===== src/rtl/pipe_rbs4_pkg.sv =====
`default_nettype none
// ============================================================================
// Module      : pipe_rbs4_pkg
// Description : Shared arithmetic constants for the pipelined ripple-borrow
//               subtractor. Holds the default operand width, the matching
//               pipeline latency, and the offset helper that packs the
//               triangular B-operand skew storage into one flat vector.
// Ports       : none (package)
// Revision    : 1.0 - initial release
// ============================================================================
package pipe_rbs4_pkg;

    localparam int DEF_WIDTH = 4;
    localparam int LATENCY   = DEF_WIDTH;

    // Rank r of the B skew store keeps operand bits [w-1:r+1], i.e. w-1-r
    // bits. Ranks are packed back to back, so rank r starts after the sum
    // of the widths of ranks 0..r-1.
    function automatic int b_off(input int r, input int w);
        return r * (w - 1) - (r * (r - 1)) / 2;
    endfunction

endpackage : pipe_rbs4_pkg
`default_nettype wire


===== src/rtl/pipe_rbs4_if.sv =====
`default_nettype none
// ============================================================================
// Module      : pipe_rbs4_if
// Description : Operand/result bundle of the pipelined subtractor.
// Ports       : en        - pipeline advance enable
//               in_valid  - a/b/bin carry a new operation
//               a, b, bin - minuend, subtrahend, borrow in
//               diff      - difference (registered)
//               bout      - borrow out (registered)
//               out_valid - diff/bout hold a valid result
//               master modport drives operands, slave modport is the DUT.
// Revision    : 1.0 - initial release
// ============================================================================
interface pipe_rbs4_if
    import pipe_rbs4_pkg::*;
#(
    parameter int WIDTH = DEF_WIDTH
);
    logic             en;
    logic             in_valid;
    logic [WIDTH-1:0] a;
    logic [WIDTH-1:0] b;
    logic             bin;
    logic [WIDTH-1:0] diff;
    logic             bout;
    logic             out_valid;

    modport master (
        output en, in_valid, a, b, bin,
        input  diff, bout, out_valid
    );

    modport slave (
        input  en, in_valid, a, b, bin,
        output diff, bout, out_valid
    );

endinterface : pipe_rbs4_if
`default_nettype wire


===== src/rtl/fullsub.sv =====
`default_nettype none
// ============================================================================
// Module      : fullsub
// Description : One-bit full subtractor built from gate primitives.
//               d_o  = a ^ b ^ bi
//               bo_o = (~a & b) | (~(a ^ b) & bi)
// Ports       : a_i  - minuend bit
//               b_i  - subtrahend bit
//               bi_i - borrow in
//               d_o  - difference bit
//               bo_o - borrow out
// Revision    : 1.0 - initial release
// ============================================================================
module fullsub (
    input  wire a_i,
    input  wire b_i,
    input  wire bi_i,
    output wire d_o,
    output wire bo_o
);

    wire w_axb;
    wire w_na;
    wire w_nxb;
    wire w_t1;
    wire w_t2;

    xor u_x1 (w_axb, a_i, b_i);
    xor u_x2 (d_o, w_axb, bi_i);
    not u_n1 (w_na, a_i);
    and u_a1 (w_t1, w_na, b_i);
    not u_n2 (w_nxb, w_axb);
    and u_a2 (w_t2, w_nxb, bi_i);
    or  u_o1 (bo_o, w_t1, w_t2);

endmodule : fullsub
`default_nettype wire


===== src/rtl/pipe_rbs4.sv =====
`default_nettype none
// ============================================================================
// Module      : pipe_rbs4
// Description : Bit-serial-in-space pipelined subtractor. An input rank
//               captures A/B/Bin/valid; WIDTH one-bit full-subtractor stages
//               follow, each with its own register rank, so a result leaves
//               the pipe WIDTH enabled edges after capture.
// Ports       : clk   - clock, rising edge
//               rst_n - asynchronous active-low reset
//               bus   - pipe_rbs4_if slave modport (operands in, result out)
// Revision    : 1.0 - initial release
// ============================================================================
module pipe_rbs4
    import pipe_rbs4_pkg::*;
#(
    parameter int WIDTH = DEF_WIDTH
) (
    input  wire        clk,
    input  wire        rst_n,
    pipe_rbs4_if.slave bus
);

    // Total B skew storage: rank r holds WIDTH-1-r pending subtrahend bits.
    localparam int B_BITS = (WIDTH * (WIDTH - 1)) / 2;

    // Input capture rank.
    logic [WIDTH-1:0] in_a_q;
    logic [WIDTH-1:0] in_b_q;
    logic             in_bin_q;
    logic             in_v_q;

    // Per stage rank r: word bits [r:0] are finished difference bits and
    // bits [WIDTH-1:r+1] are minuend bits not yet consumed, so the word is
    // fully used in every rank.
    logic [WIDTH-1:0] word_q [WIDTH];
    logic [WIDTH-1:0] word_d [WIDTH];
    logic [WIDTH-1:0] bo_q;
    logic [WIDTH-1:0] bo_d;
    logic [WIDTH-1:0] v_q;
    logic [WIDTH-1:0] v_d;
    logic [B_BITS-1:0] bsk_q;
    logic [B_BITS-1:0] bsk_d;

    for (genvar i = 0; i < WIDTH; i++) begin : g_stage
        localparam logic [WIDTH-1:0] c_mask = WIDTH'(1) << i;

        wire              w_a;
        wire              w_b;
        wire              w_bi;
        wire              w_d;
        wire [WIDTH-1:0]  w_word_prev;

        if (i == 0) begin : g_first
            assign w_a         = in_a_q[0];
            assign w_b         = in_b_q[0];
            assign w_bi        = in_bin_q;
            assign w_word_prev = in_a_q;
            assign v_d[0]      = in_v_q;
        end else begin : g_rest
            assign w_a         = word_q[i-1][i];
            // Bit i is the lowest pending bit of rank i-1.
            assign w_b         = bsk_q[b_off(i - 1, WIDTH)];
            assign w_bi        = bo_q[i-1];
            assign w_word_prev = word_q[i-1];
            assign v_d[i]      = v_q[i-1];
        end

        fullsub u_fullsub (
            .a_i  (w_a),
            .b_i  (w_b),
            .bi_i (w_bi),
            .d_o  (w_d),
            .bo_o (bo_d[i])
        );

        // Replace the consumed minuend bit with the freshly computed
        // difference bit; all other bits just shift down one rank.
        assign word_d[i] = (w_word_prev & ~c_mask) | ({WIDTH{w_d}} & c_mask);

        // The last rank has no pending subtrahend bits.
        if (i < WIDTH - 1) begin : g_bskew
            if (i == 0) begin : g_from_in
                assign bsk_d[b_off(0, WIDTH) +: WIDTH-1] = in_b_q[WIDTH-1:1];
            end else begin : g_from_rank
                assign bsk_d[b_off(i, WIDTH) +: WIDTH-1-i] =
                    bsk_q[b_off(i - 1, WIDTH) + 1 +: WIDTH-1-i];
            end
        end
    end

    always_ff @(posedge clk or negedge rst_n) begin
        if (!rst_n) begin
            in_a_q   <= '0;
            in_b_q   <= '0;
            in_bin_q <= 1'b0;
            in_v_q   <= 1'b0;
            for (int r = 0; r < WIDTH; r++) begin
                word_q[r] <= '0;
            end
            bo_q     <= '0;
            v_q      <= '0;
            bsk_q    <= '0;
        end else if (bus.en) begin
            in_a_q   <= bus.a;
            in_b_q   <= bus.b;
            in_bin_q <= bus.bin;
            in_v_q   <= bus.in_valid;
            for (int r = 0; r < WIDTH; r++) begin
                word_q[r] <= word_d[r];
            end
            bo_q     <= bo_d;
            v_q      <= v_d;
            bsk_q    <= bsk_d;
        end
    end

    assign bus.diff      = word_q[WIDTH-1];
    assign bus.bout      = bo_q[WIDTH-1];
    assign bus.out_valid = v_q[WIDTH-1];

endmodule : pipe_rbs4
`default_nettype wire

===== src/flat_wrapper.sv =====
// flat-port wrapper written by rule: the top's interface ports become plain ports
module pipe_rbs4_flat import pipe_rbs4_pkg::*;
#(
    parameter int WIDTH = DEF_WIDTH
)
  (clk, rst_n, bus_en, bus_in_valid, bus_a, bus_b, bus_bin, bus_diff, bus_bout, bus_out_valid);
  pipe_rbs4_if #(.WIDTH(WIDTH)) bus_i ();
  input  wire clk;
  input  wire rst_n;
  input wire logic [$bits(bus_i.en)-1:0] bus_en;
  input wire logic [$bits(bus_i.in_valid)-1:0] bus_in_valid;
  input wire logic [$bits(bus_i.a)-1:0] bus_a;
  input wire logic [$bits(bus_i.b)-1:0] bus_b;
  input wire logic [$bits(bus_i.bin)-1:0] bus_bin;
  output wire logic [$bits(bus_i.diff)-1:0] bus_diff;
  output wire logic [$bits(bus_i.bout)-1:0] bus_bout;
  output wire logic [$bits(bus_i.out_valid)-1:0] bus_out_valid;
  assign bus_i.en = bus_en;
  assign bus_i.in_valid = bus_in_valid;
  assign bus_i.a = bus_a;
  assign bus_i.b = bus_b;
  assign bus_i.bin = bus_bin;
  assign bus_diff = bus_i.diff;
  assign bus_bout = bus_i.bout;
  assign bus_out_valid = bus_i.out_valid;
  pipe_rbs4 #(.WIDTH(WIDTH)) u_core (.clk(clk), .rst_n(rst_n), .bus(bus_i));
endmodule

===== config.mk =====
export PLATFORM = sky130hd
export DESIGN_NAME = pipe_rbs4_flat
export DESIGN_NICKNAME = d
export VERILOG_FILES = /design/src/rtl/pipe_rbs4_pkg.sv /design/src/rtl/pipe_rbs4_if.sv /design/src/rtl/fullsub.sv /design/src/rtl/pipe_rbs4.sv /design/src/flat_wrapper.sv
export SDC_FILE = /design/constraint.sdc
export NUM_CORES = 1
export LEC_CHECK = 0
export BUFFER_PORTS_ARGS = -buffer_cell sky130_fd_sc_hd__buf_2
export CORE_ASPECT_RATIO = 1.2
export CORE_MARGIN = 4
export CORE_UTILIZATION = 45
export DETAILED_ROUTE_END_ITERATION = 10
export GPL_TIMING_DRIVEN = 0
export PLACE_DENSITY = 0.68
export SLEW_MARGIN = 20
export SYNTH_ARGS = -nofsm -noshare
export SYNTH_HDL_FRONTEND = slang
export SYNTH_SLANG_ARGS = --single-unit

===== constraint.sdc =====
create_clock -name clk -period 2.2 [get_ports clk]
set_input_delay 0.66 -clock clk [delete_from_list [all_inputs] [get_ports clk]]
set_output_delay 0.66 -clock clk [all_outputs]
set_load 0.1 [all_outputs]

## Yosys cells after proc, flatten, opt, wreduce, memory -nomap -nowiden

Cells that the tools add are included.

- Memories: 0
- RAM bits: 0
- ROM bits: 0
- Flip-flop bits (word level): 40
- Bits of input ports: 13
- Bits in latches: 0
- Word-level logic and storage cells: 43
- Output and inout port bits: 6

- Div/mod/pow operators: 0
- $add $sub $neg: 0
- Shift operators: 0
- Muxes and demuxes: 0
- Multipliers: 0
- Magnitude comparators: 0
- Bitwise operators: 32
- Reduce and logical (&&, ||, !) cells: 0
- Equality and inequality tests: 0

Operators with widths:

| cell | number |
|---|---|
| $and 1x1->1 | 8 |
| $not 1->1 | 8 |
| $xor 1x1->1 | 8 |
| $or 1x1->1 | 4 |
| $or 3x4->4 | 1 |
| $or 4x1->4 | 1 |
| $or 4x2->4 | 1 |
| $or 4x3->4 | 1 |

## Depth between registers and ports, before layout

Gate-level depths: netlist (run 1).

- Depth after elaboration: 4
- Depth in mapped cells: 4

## Cells and area by module

A second synthesis (run 1) with hierarchy kept.

- Cell total of the unflattened synthesis: 100
- Area, all modules: 1621.6 sq um

Modules (own cells, without submodules):

| module | area an instance (sq um) | times used | seq. area each (sq um) | cells each |
|---|---|---|---|---|
| pipe_rbs4 | 1496.4 | 1 | 1001.0 | 84 |
| fullsub | 31.3 | 4 | 0.0 | 4 |

## Worst setup path before layout (run 1)

OpenSTA, ideal clock, no wires.

- Path type: register to output
- Start point: register u_core.word_q, in the netlist u_core.bus.diff[0]
- End point: output bus_diff[0]
- Cell stages (with the launch flop): 1
- Required time: 1.540 ns
- Setup slack: 0.642 ns
- Data arrival time: 0.898 ns
- Cell sequence: dfrtp_1

RTL lines:

| what | RTL line | source |
|---|---|---|
| start: declaration | pipe_rbs4.sv:35 | `logic [WIDTH-1:0] word_q [WIDTH];` |
| start signal: indexed assignment | pipe_rbs4.sv:109 | `word_q[r] <= word_d[r];` |
| end: declaration | flat_wrapper.sv:15 | `output wire logic [$bits(bus_i.diff)-1:0] bus_diff;` |

No word-level cell between the ends.

## Final worst setup path (run 1)

- Start point: register u_core.bo_q[3]
- End point: output bus_bout

RTL lines:

| what | RTL line | source |
|---|---|---|
| start: declaration | pipe_rbs4.sv:37 | `logic [WIDTH-1:0] bo_q;` |
| start signal: assignment | pipe_rbs4.sv:111 | `bo_q <= bo_d;` |
| end: declaration | flat_wrapper.sv:16 | `output wire logic [$bits(bus_i.bout)-1:0] bus_bout;` |

No word-level cell between the ends.

==> qor.yml, run 1 <==
setup_total_negative_slack_ns: 0
grt_antenna_before_repair: 0
insertion_delay_ns: 0.29
drt-total-wl_mm: 2.38
setup.worst_path.end_class: "output port"
globalplace.congestion: 0.672
synth_edf_count: 0
finalWorstPathRequiredPeriod_ns: 1.72
synth.top_cells.by_count: "40 x sky130_fd_sc_hd__dfrtp_1, 25 x sky130_fd_sc_hd__mux2_4, 9 x sky130_fd_sc_hd__inv_1"
finish.net_count: 145
route.vias.total: 814
placed_cell_area_mm2: 0.00186
cpLargestDelayFamily: "buffers and inverters"
timing.clock.skew_ns: 0.00792
detail-route-antenna-nets: 0
cp_num_buf_inv: 1
total_switching_power_mw: 0.846
placeableCoreArea_mm2: 0.00363
port-buffer-count: 17
syn2layout_area_growth_pct: 15.3
synth_cells: 104
share_of_the_clock_period_used_by_the_worst_path: 0.784
slew_headroom: 0.425
final_area_mm2: 0.00197
critical_path_class: "reg2out"
synth.distinct_cells: 13
drt_drc_violations_left: 0
worst_path_max_delay_cell: "sky130_fd_sc_hd__buf_2"
tritoncts_clock_tree: "done"
finalHoldViolations: 0
routed_wire_length_per_instance_um: 13.1
htree_levels: 2
critPathMaxFanout: 2
report.final.slew_viol_count: 0
die_h_um: 75.5
synth_top_area_frac: 0.586
via_per_inst: 4.50
timing.critical_path.from_type: "flop"
power_leakage_nw: 0.964
rsz_0062_raised_after_global_routing: "false"
power.total_mw: 2.36
timing.critical_path.cells: "buf_2"
quantity_of_gates_resized_following_cts: 0
floorplan.rows: 24
overflow: 0
die_x_um: 64.2
crit_path_max_incr_delay_ns: 0.43
power_frac_comb: 0.327
worst_pin_slew_ns: 0.863
cellInternalPower_mw: 1.52
antenna-diode-count: 0
sequentialPowerShare: 0.425
maximum_number_of_pins_on_one_net_before_global_route_repair: 41
cts_setup_buffers: 0
die_area_mm2: 0.00485
main_synth_ff_type: "sky130_fd_sc_hd__dfrtp_1"
grt_first_pass_wirelength_mm: 3.94
max-clock-path-buffers: 2
crit_required_ns: 1.54
numClockSinks: 40
postSynthNetCount: 121
synthDominantAreaCellType: "sky130_fd_sc_hd__dfrtp_1"
synth_area_leaders: "sky130_fd_sc_hd__dfrtp_1 59%, sky130_fd_sc_hd__mux2_4 22%, sky130_fd_sc_hd__fa_1 4.7%, sky130_fd_sc_hd__mux2_2 4.0%, sky130_fd_sc_hd__buf_12 2.3%"
hpwl_mm: 1.60
async_flop_share: 1.00
detailedRoute.firstIterationViolations: 22
grt_pass1_vias: 887
final_layout_size_suffix_gt1_frac: 0.473
initial_utilization: 0.470
yosys_register_bits: 40
firstDrtPassIters: 4
postCtsHoldBufs: 0
yosys_warnings: 0
clock_pin_slew_of_the_registers_on_the_worst_case_setup_and_hold_paths_ns: 0.08
pwrdens_mw_per_mm2: 1200
cap_viol_max_count: 0
timing.final.setup_violations: 0
netSwitchingFraction: 0.358
post_synth_instance_area_mm2: 0.00171
grt_usage: 0.111
highest_ir_drop_seen_on_vdd_mv: 0.532
most_numerous_cell_in_the_yosys_netlist: "sky130_fd_sc_hd__dfrtp_1"
outcome: "complete, no violations"
post-route-worst-setup-slack_ns: 0.476
max_freq_mhz: 580
syn_area_per_cell_um2: 16.4
finish.utilization: 0.542
clock_root_buffer: "sky130_fd_sc_hd__clkbuf_8"
synth_seq_area_share: 0.586
worst-endpoint-arrival_ns: 1.06
worstHoldPathType: "in2async"
clock_power_share: 0.248
detailedPlace.worstSlack_ns: 0.762
ios: 19
cts_made_buffers: 5
sequential cells by signal (all words and copies together), names as in the netlist:
signal	flops
u_core.in_v_q	1
u_core.in_b_q	4
u_core.g_stage.w_bi	1
u_core.bus.diff	4
u_core.bsk_q	6
u_core.g_stage.w_word_prev	16
u_core.v_q	4
u_core.bo_q	4
worst reg2reg max path, delay by kind of cell, from the launching register on:
family	cells	cell delay (ns)
fa+ha+maj	1	0.49
mux	1	0.26
flops	1	0.41
through the flow:
stage / hold WS, ns / cells
6_report: 0.480 / 181
5_1_grt: 0.514 / 181
4_1_cts: 0.505 / 181
3_5_place_dp: 0.487 / 173
3_3_place_gp: 0.463 / 173
2_1_floorplan: 0.364 / 104
logic make-up (layout without fill, tap and decap cells):
logic type | Yosys count | count (layout) | synth area share
AOI/OAI and AO/OA | 6 | 6 | 0.0176
muxes | 34 | 34 | 0.277
DFF | 40 | 40 | 0.586
buffers and inverters | 14 | 39 | 0.0593
and+or+nand+nor | 6 | 6 | 0.0132
adders and majority gates | 4 | 4 | 0.0469
routing by layer:
layer,vias to the layer above,share of wire,global-route usage
met1,405,0.45,0.119
met3,5,0.057,0.0398
met4,0,0.019,0.0775
met5,-,0,0
met2,16,0.48,0.185
li1,388,-,-
layout make-up:
class | count | area [µm²]
plain buffers | 5 | 67.6
inverters | 9 | 33.8
clock inverters | 3 | 42.5
flip-flops and latches | 40 | 1000
fillers | 304 | 1660
multi-input cells | 50 | 606
well taps | 52 | 65.1
repair buffers | 17 | 85.1
clock buffers | 5 | 68.8
path summary, 6_finish.rpt:
path / slack [ns] / depth (start not counted) / to / startpoint
max in group asynchronous: 1.18 / 1 / u_core.g_stage[0].w_word_prev[0]$_DFFE_PN0P_ / rst_n
min in group clk: 0.50 / 2 / u_core.bsk_q[0]$_DFFE_PN0P_ / u_core.in_b_q[1]$_DFFE_PN0P_
worst min register to register: 0.50 / 2 / u_core.bsk_q[0]$_DFFE_PN0P_ / u_core.in_b_q[1]$_DFFE_PN0P_
worst max-delay path: 0.48 / 1 / bus_bout / u_core.bo_q[3]$_DFFE_PN0P_
worst max register to register: 0.93 / 2 / u_core.g_stage[1].w_word_prev[0]$_DFFE_PN0P_ / u_core.g_stage[0].w_word_prev[0]$_DFFE_PN0P_
worst min-delay path: 0.48 / 1 / u_core.v_q[3]$_DFFE_PN0P_ / rst_n
cells in the final DEF, fill, tap and decap left out:
cell type and n:
sky130_fd_sc_hd__dfrtp_1 40, sky130_fd_sc_hd__mux2_4 25, sky130_fd_sc_hd__buf_2 18, sky130_fd_sc_hd__inv_1 9
sky130_fd_sc_hd__mux2_2 6, sky130_fd_sc_hd__nand2_1 5, sky130_fd_sc_hd__o21ai_0 5, sky130_fd_sc_hd__clkbuf_8 5
sky130_fd_sc_hd__fa_1 4, sky130_fd_sc_hd__mux2i_1 3, sky130_fd_sc_hd__buf_6 2, sky130_fd_sc_hd__buf_12 2
sky130_fd_sc_hd__nor2_1 1, sky130_fd_sc_hd__a21oi_1 1, sky130_fd_sc_hd__bufinv_16 1, sky130_fd_sc_hd__clkinvlp_4 1
sky130_fd_sc_hd__clkinv_2 1
power groups by stage:
stage	Combinational, mW	Sequential (mW)	Clock [mW]
floorplan	0.299	1.36	0
global placement	0.768	1.01	0
detailed placement	0.782	1.02	0
CTS	0.784	1.01	0.601
global route	0.816	1.02	0.637
finish	0.773	1.00	0.585
(Power assumes the default switching activity.)
==> run 2: changes to the inputs <==
Settings changed: ABC_AREA set to 1.
Clock period 2.2 ns to 1.7 ns, I/O delays scaled along.
==> run 2 against run 1 <==
Register-to-register slack worse by 0.36 ns. Worst setup slack worse by 0.36 ns. Clock-buffer cell count unchanged. Combinational power down 24%.
==> qor.yml, run 2 <==
power_leakage_nw: 1.11
max_freq_mhz: 631
max-clock-path-buffers: 2
yosys_register_bits: 40
floorplan.rows: 24
share_of_the_clock_period_used_by_the_worst_path: 0.932
synthDominantAreaCellType: "sky130_fd_sc_hd__dfrtp_1"
synth_seq_area_share: 0.574
grt_usage: 0.125
netSwitchingFraction: 0.346
globalplace.congestion: 0.701
finish.net_count: 227
detail-route-antenna-nets: 0
cellInternalPower_mw: 1.52
cpLargestDelayFamily: "buffers and inverters"
via_per_inst: 4.37
power.total_mw: 2.32
synth.top_cells.by_count: "106 x sky130_fd_sc_hd__nand2_1, 40 x sky130_fd_sc_hd__dfrtp_1, 14 x sky130_fd_sc_hd__nand2_2"
port-buffer-count: 17
placed_cell_area_mm2: 0.00189
finalWorstPathRequiredPeriod_ns: 1.59
tritoncts_clock_tree: "done"
postCtsHoldBufs: 0
clock_root_buffer: "sky130_fd_sc_hd__clkbuf_8"
sequentialPowerShare: 0.510
syn_area_per_cell_um2: 9.38
timing.clock.skew_ns: 0.00266
detailedPlace.worstSlack_ns: 0.418
synth.distinct_cells: 10
placeableCoreArea_mm2: 0.00369
critPathMaxFanout: 2
htree_levels: 2
largest_reg_flops: 16
die_x_um: 64.8
insertion_delay_ns: 0.28
maximum_number_of_pins_on_one_net_before_global_route_repair: 41
grt_pass1_vias: 1062
overflow: 0
ios: 19
drt-total-wl_mm: 2.70
worst-endpoint-arrival_ns: 1.08
highest_ir_drop_seen_on_vdd_mv: 0.482
finish.utilization: 0.532
die_area_mm2: 0.00494
timing.critical_path.cells: "buf_2"
synth_cells: 186
power_frac_comb: 0.254
total_switching_power_mw: 0.802
finalHoldViolations: 0
yosys_warnings: 0
worst_path_max_delay_cell: "sky130_fd_sc_hd__buf_2"
main_synth_ff_type: "sky130_fd_sc_hd__dfrtp_1"
cts_setup_buffers: 0
timing.final.setup_violations: 0
synth_area_leaders: "sky130_fd_sc_hd__dfrtp_1 57%, sky130_fd_sc_hd__nand2_1 23%, sky130_fd_sc_hd__nand2_2 5.0%, sky130_fd_sc_hd__fa_1 4.6%, sky130_fd_sc_hd__buf_6 2.6%"
cap_viol_max_count: 0
synth_edf_count: 0
timing.critical_path.from_type: "flop"
synth_top_area_frac: 0.574
drt_drc_violations_left: 0
initial_utilization: 0.472
grt_antenna_before_repair: 0
routed_wire_length_per_instance_um: 10.4
numClockSinks: 40
cts_made_buffers: 5
pwrdens_mw_per_mm2: 1180
cp_num_buf_inv: 1
antenna-diode-count: 0
grt_first_pass_wirelength_mm: 4.78
die_h_um: 76.2
critical_path_class: "reg2out"
crit_path_max_incr_delay_ns: 0.43
route.vias.total: 1137
worstHoldPathType: "in2async"
rsz_0062_raised_after_global_routing: "false"
detailedRoute.firstIterationViolations: 51
worst_pin_slew_ns: 0.880
syn2layout_area_growth_pct: 12.6
most_numerous_cell_in_the_yosys_netlist: "sky130_fd_sc_hd__nand2_1"
outcome: "complete, no violations"
report.final.slew_viol_count: 0
mostFrequentLayoutCell: "sky130_fd_sc_hd__nand2_1"
slew_headroom: 0.413
async_flop_share: 1.00
clock_pin_slew_of_the_registers_on_the_worst_case_setup_and_hold_paths_ns: 0.07
setup.worst_path.end_class: "output port"
layout_common_cells: "106 x sky130_fd_sc_hd__nand2_1, 40 x sky130_fd_sc_hd__dfrtp_1, 17 x sky130_fd_sc_hd__buf_2"
final_layout_size_suffix_gt1_frac: 0.221
firstDrtPassIters: 4
post-route-worst-setup-slack_ns: 0.115
post_synth_instance_area_mm2: 0.00174
hpwl_mm: 1.79
crit_required_ns: 1.19
setup_total_negative_slack_ns: 0
clock_power_share: 0.236
final_area_mm2: 0.00196
quantity_of_gates_resized_following_cts: 0
postSynthNetCount: 203
[run 2: cell count changes in the layout (fill, tap and decap cells not counted), sizes merged, moves of 3 or more]
| cell | delta |
|---|---|
| mux2i | -3 |
| mux2 | -31 |
| clkbuf | +3 |
| inv | +4 |
| o21ai | -5 |
| nand2 | +115 |
[run 2: path summary, 6_finish.rpt]
path | from | endpoint | slack [ns] | cells after the start
min in group clk | bus_b[1] | u_core.in_b_q[1]$_DFFE_PN0P_ | 0.42 | 3
hold reg to reg | u_core.bus.diff[0]$_DFFE_PN0P_ | u_core.bus.diff[0]$_DFFE_PN0P_ | 0.46 | 2
setup reg to reg | u_core.g_stage[3].w_word_prev[3]$_DFFE_PN0P_ | u_core.bus.diff[3]$_DFFE_PN0P_ | 0.57 | 3
setup / recovery | u_core.bus.diff[2]$_DFFE_PN0P_ | bus_diff[2] | 0.11 | 1
max in group asynchronous | rst_n | u_core.v_q[0]$_DFFE_PN0P_ | 0.81 | 1
hold / removal | rst_n | u_core.in_b_q[2]$_DFFE_PN0P_ | 0.35 | 1
[run 2: final cells by class]
class	count	area (µm²)
fill	364	1730
sequential	40	1000
multi-input combinational	124	566
buffer	9	121
timing repair buffer	17	85.1
clock buffer	5	68.8
tap	52	65.1
inverter	13	56.3
[run 2: worst register-to-register path, delay by kind of cell, from the launching register on]
family	cells	cell delay (ns)
adder cells (fa/ha/maj)	1	0.54
flip-flops	1	0.41
AND/OR/NAND/NOR	2	0.12
[run 2: power by group through the flow]
stage               logic (mW)  clock network [mW]  registers, mW
global route             0.647               0.618           1.20
global placement         0.587                   0           1.20
CTS                      0.599               0.571           1.19
detailed placement       0.598                   0           1.20
finish                   0.588               0.548           1.18
floorplan                0.229                   0           1.45
[run 2: through the flow]
step | std cells | hold slack (ns)
3_3_place_gp | 255 | 0.448
6_report | 260 | 0.349
5_1_grt | 260 | 0.420
2_1_floorplan | 186 | 0.214
3_5_place_dp | 255 | 0.454
4_1_cts | 260 | 0.378
[run 2: cells by family (layout without fill, tap and decap cells)]
| kind of cell | Yosys count | in the layout | synth area share |
|---|---|---|---|
| buffers and inverters | 22 | 44 | 0.102 |
| adder cells (fa/ha/maj) | 4 | 4 | 0.0459 |
| flip-flops | 40 | 40 | 0.574 |
| AND/OR/NAND/NOR | 120 | 120 | 0.278 |
[run 2: per-layer routing]
metal | routed length [µm] | vias up | GRT usage
li1 | - | 588 | -
met3 | 120 | 6 | 0.0310
met1 | 1210 | 523 | 0.153
met5 | 0 | - | 0
met2 | 1310 | 20 | 0.204
met4 | 57 | 0 | 0.0634
==> run 3: changes to the inputs <==
Settings changed: CELL_PAD_IN_SITES_DETAIL_PLACEMENT set to 0, CELL_PAD_IN_SITES_GLOBAL_PLACEMENT set to 2, CORE_UTILIZATION 45 to 35, GPL_ROUTABILITY_DRIVEN set to 0, PLACE_DENSITY 0.68 to 0.8.
==> run 3 against run 2 <==
Design area increased by 3.3%. Critical path depth unchanged. Die area increased by 25%. Maximum frequency decreased by 0.95%. Power increased by 13%. Clock power increased by 52%. Worst hold slack got worse by 0.0095 ns. Sequential share of layout area decreased by 1.6 points. Via count increased by 1.4%. Highest routed layer unchanged.
==> qor.yml, run 3 (synthesis gave the netlist of run 2 again) <==
report.final.slew_viol_count: 0
timing.clock.skew_ns: 0.00241
port-buffer-count: 17
outcome: "complete, no violations"
ios: 19
overflow: 0
setup.worst_path.end_class: "output port"
tritoncts_clock_tree: "done"
grt_pass1_vias: 1202
route.vias.total: 1153
cpLargestDelayFamily: "buffers and inverters"
worst_hold_slack_ns: 0.339
finalHoldViolations: 0
max-clock-path-buffers: 2
syn2layout_area_growth_pct: 16.3
htree_levels: 2
detailedRoute.firstIterationViolations: 46
postCtsHoldBufs: 0
worst_path_max_delay_cell: "sky130_fd_sc_hd__buf_2"
firstDrtPassIters: 4
cap_viol_max_count: 0
highest_ir_drop_seen_on_vdd_mv: 0.484
netSwitchingFraction: 0.321
cp_num_buf_inv: 1
grt_usage: 0.111
hpwl_mm: 2.03
maximum_number_of_pins_on_one_net_before_global_route_repair: 41
insertion_delay_ns: 0.29
n_fill_cell: 479
timing.final.setup_violations: 0
share_of_the_clock_period_used_by_the_worst_path: 0.941
rsz_0062_raised_after_global_routing: "false"
die_h_um: 85.3
total_switching_power_mw: 0.838
layout_common_cells: "106 x sky130_fd_sc_hd__nand2_1, 40 x sky130_fd_sc_hd__dfrtp_1, 17 x sky130_fd_sc_hd__buf_2"
numClockSinks: 40
power_leakage_nw: 1.13
crit_required_ns: 1.19
quantity_of_gates_resized_following_cts: 0
area.sequential_mm2: 0.00100
detail-route-antenna-nets: 0
routed_wire_length_per_instance_um: 11.1
finish.net_count: 227
mostFrequentLayoutCell: "sky130_fd_sc_hd__nand2_1"
drt-total-wl_mm: 2.98
crit_path_max_incr_delay_ns: 0.43
grt_antenna_before_repair: 0
worst_pin_slew_ns: 0.885
placeableCoreArea_mm2: 0.00470
timing.critical_path.from_type: "flop"
cts_made_buffers: 5
grt_first_pass_wirelength_mm: 5.30
via_per_inst: 4.29
multi_input_comb_area_um2: 566
max_freq_mhz: 625
finalWorstPathRequiredPeriod_ns: 1.60
setup_total_negative_slack_ns: 0
timing.critical_path.cells: "buf_2"
worstHoldPathType: "in2async"
final_layout_size_suffix_gt1_frac: 0.232
floorplan.rows: 27
cts_setup_buffers: 0
antenna-diode-count: 0
drt_drc_violations_left: 0
pwrdens_mw_per_mm2: 1290
slew_headroom: 0.410
cellInternalPower_mw: 1.77
clock_root_buffer: "sky130_fd_sc_hd__clkbuf_8"
worst-endpoint-arrival_ns: 1.09
die_area_mm2: 0.00618
clock_pin_slew_of_the_registers_on_the_worst_case_setup_and_hold_paths_ns: 0.07
sequentialPowerShare: 0.454
initial_utilization: 0.371
die_x_um: 72.4
power_frac_comb: 0.228
finish.utilization: 0.432
clock_power_share: 0.319
critical_path_class: "reg2out"
largest_reg_flops: 16
critPathMaxFanout: 2
## run 3: cell count changes in the layout (fill, tap and decap cells not counted), sizes merged
| cell | change |
|---|---|
| bufinv | +1 |
| clkbuf | +2 |
## run 3: worst paths after layout
path / startpoint / endpoint / slack [ns] / depth (start not counted)
setup / recovery: u_core.bo_q[3]$_DFFE_PN0P_ / bus_bout / 0.1 / 1
hold / removal: rst_n / u_core.g_stage[3].w_word_prev[2]$_DFFE_PN0P_ / 0.34 / 1
setup reg to reg: u_core.in_b_q[0]$_DFFE_PN0P_ / u_core.g_stage[1].w_word_prev[0]$_DFFE_PN0P_ / 0.57 / 4
hold reg to reg: u_core.bus.diff[1]$_DFFE_PN0P_ / u_core.bus.diff[1]$_DFFE_PN0P_ / 0.47 / 2
max in group asynchronous: rst_n / u_core.bsk_q[2]$_DFFE_PN0P_ / 0.81 / 1
min in group clk: bus_in_valid / u_core.in_v_q$_DFFE_PN0P_ / 0.42 / 3
## run 3: final cells by class
type	instances	area share
clock inverter	1	0.0148
buffer	9	0.0598
inverter	13	0.0278
sequential	40	0.494
timing repair buffer	17	0.0419
tap	58	0.0358
multi-input combinational	124	0.279
clock buffer	7	0.0475
## run 3: layer usage
| layer | vias up | share of wire | track usage |
|---|---|---|---|
| met3 | 5 | 0.046 | 0.0332 |
| met5 | - | 0 | 0 |
| met2 | 22 | 0.48 | 0.190 |
| met1 | 538 | 0.46 | 0.126 |
| li1 | 588 | - | - |
| met4 | 0 | 0.017 | 0.0503 |
## run 3: through the flow
stage	power [mW]	std cells	setup WS, ns	area [µm²]
CTS	2.65	269	0.0771	2030
global placement	1.80	261	0.417	1900
finish	2.61	269	0.0998	2030
floorplan	1.67	186	0.279	1740
global route	2.76	269	0.0483	2030
detailed placement	1.81	261	0.404	1900
## run 3: power by group through the flow
stage | sequential [mW] | combinational, mW | clock, mW
2_1_floorplan | 1.45 | 0.229 | 0
3_3_place_gp | 1.20 | 0.599 | 0
3_5_place_dp | 1.20 | 0.609 | 0
4_1_cts | 1.19 | 0.610 | 0.858
5_1_grt | 1.20 | 0.657 | 0.903
6_report | 1.18 | 0.594 | 0.832
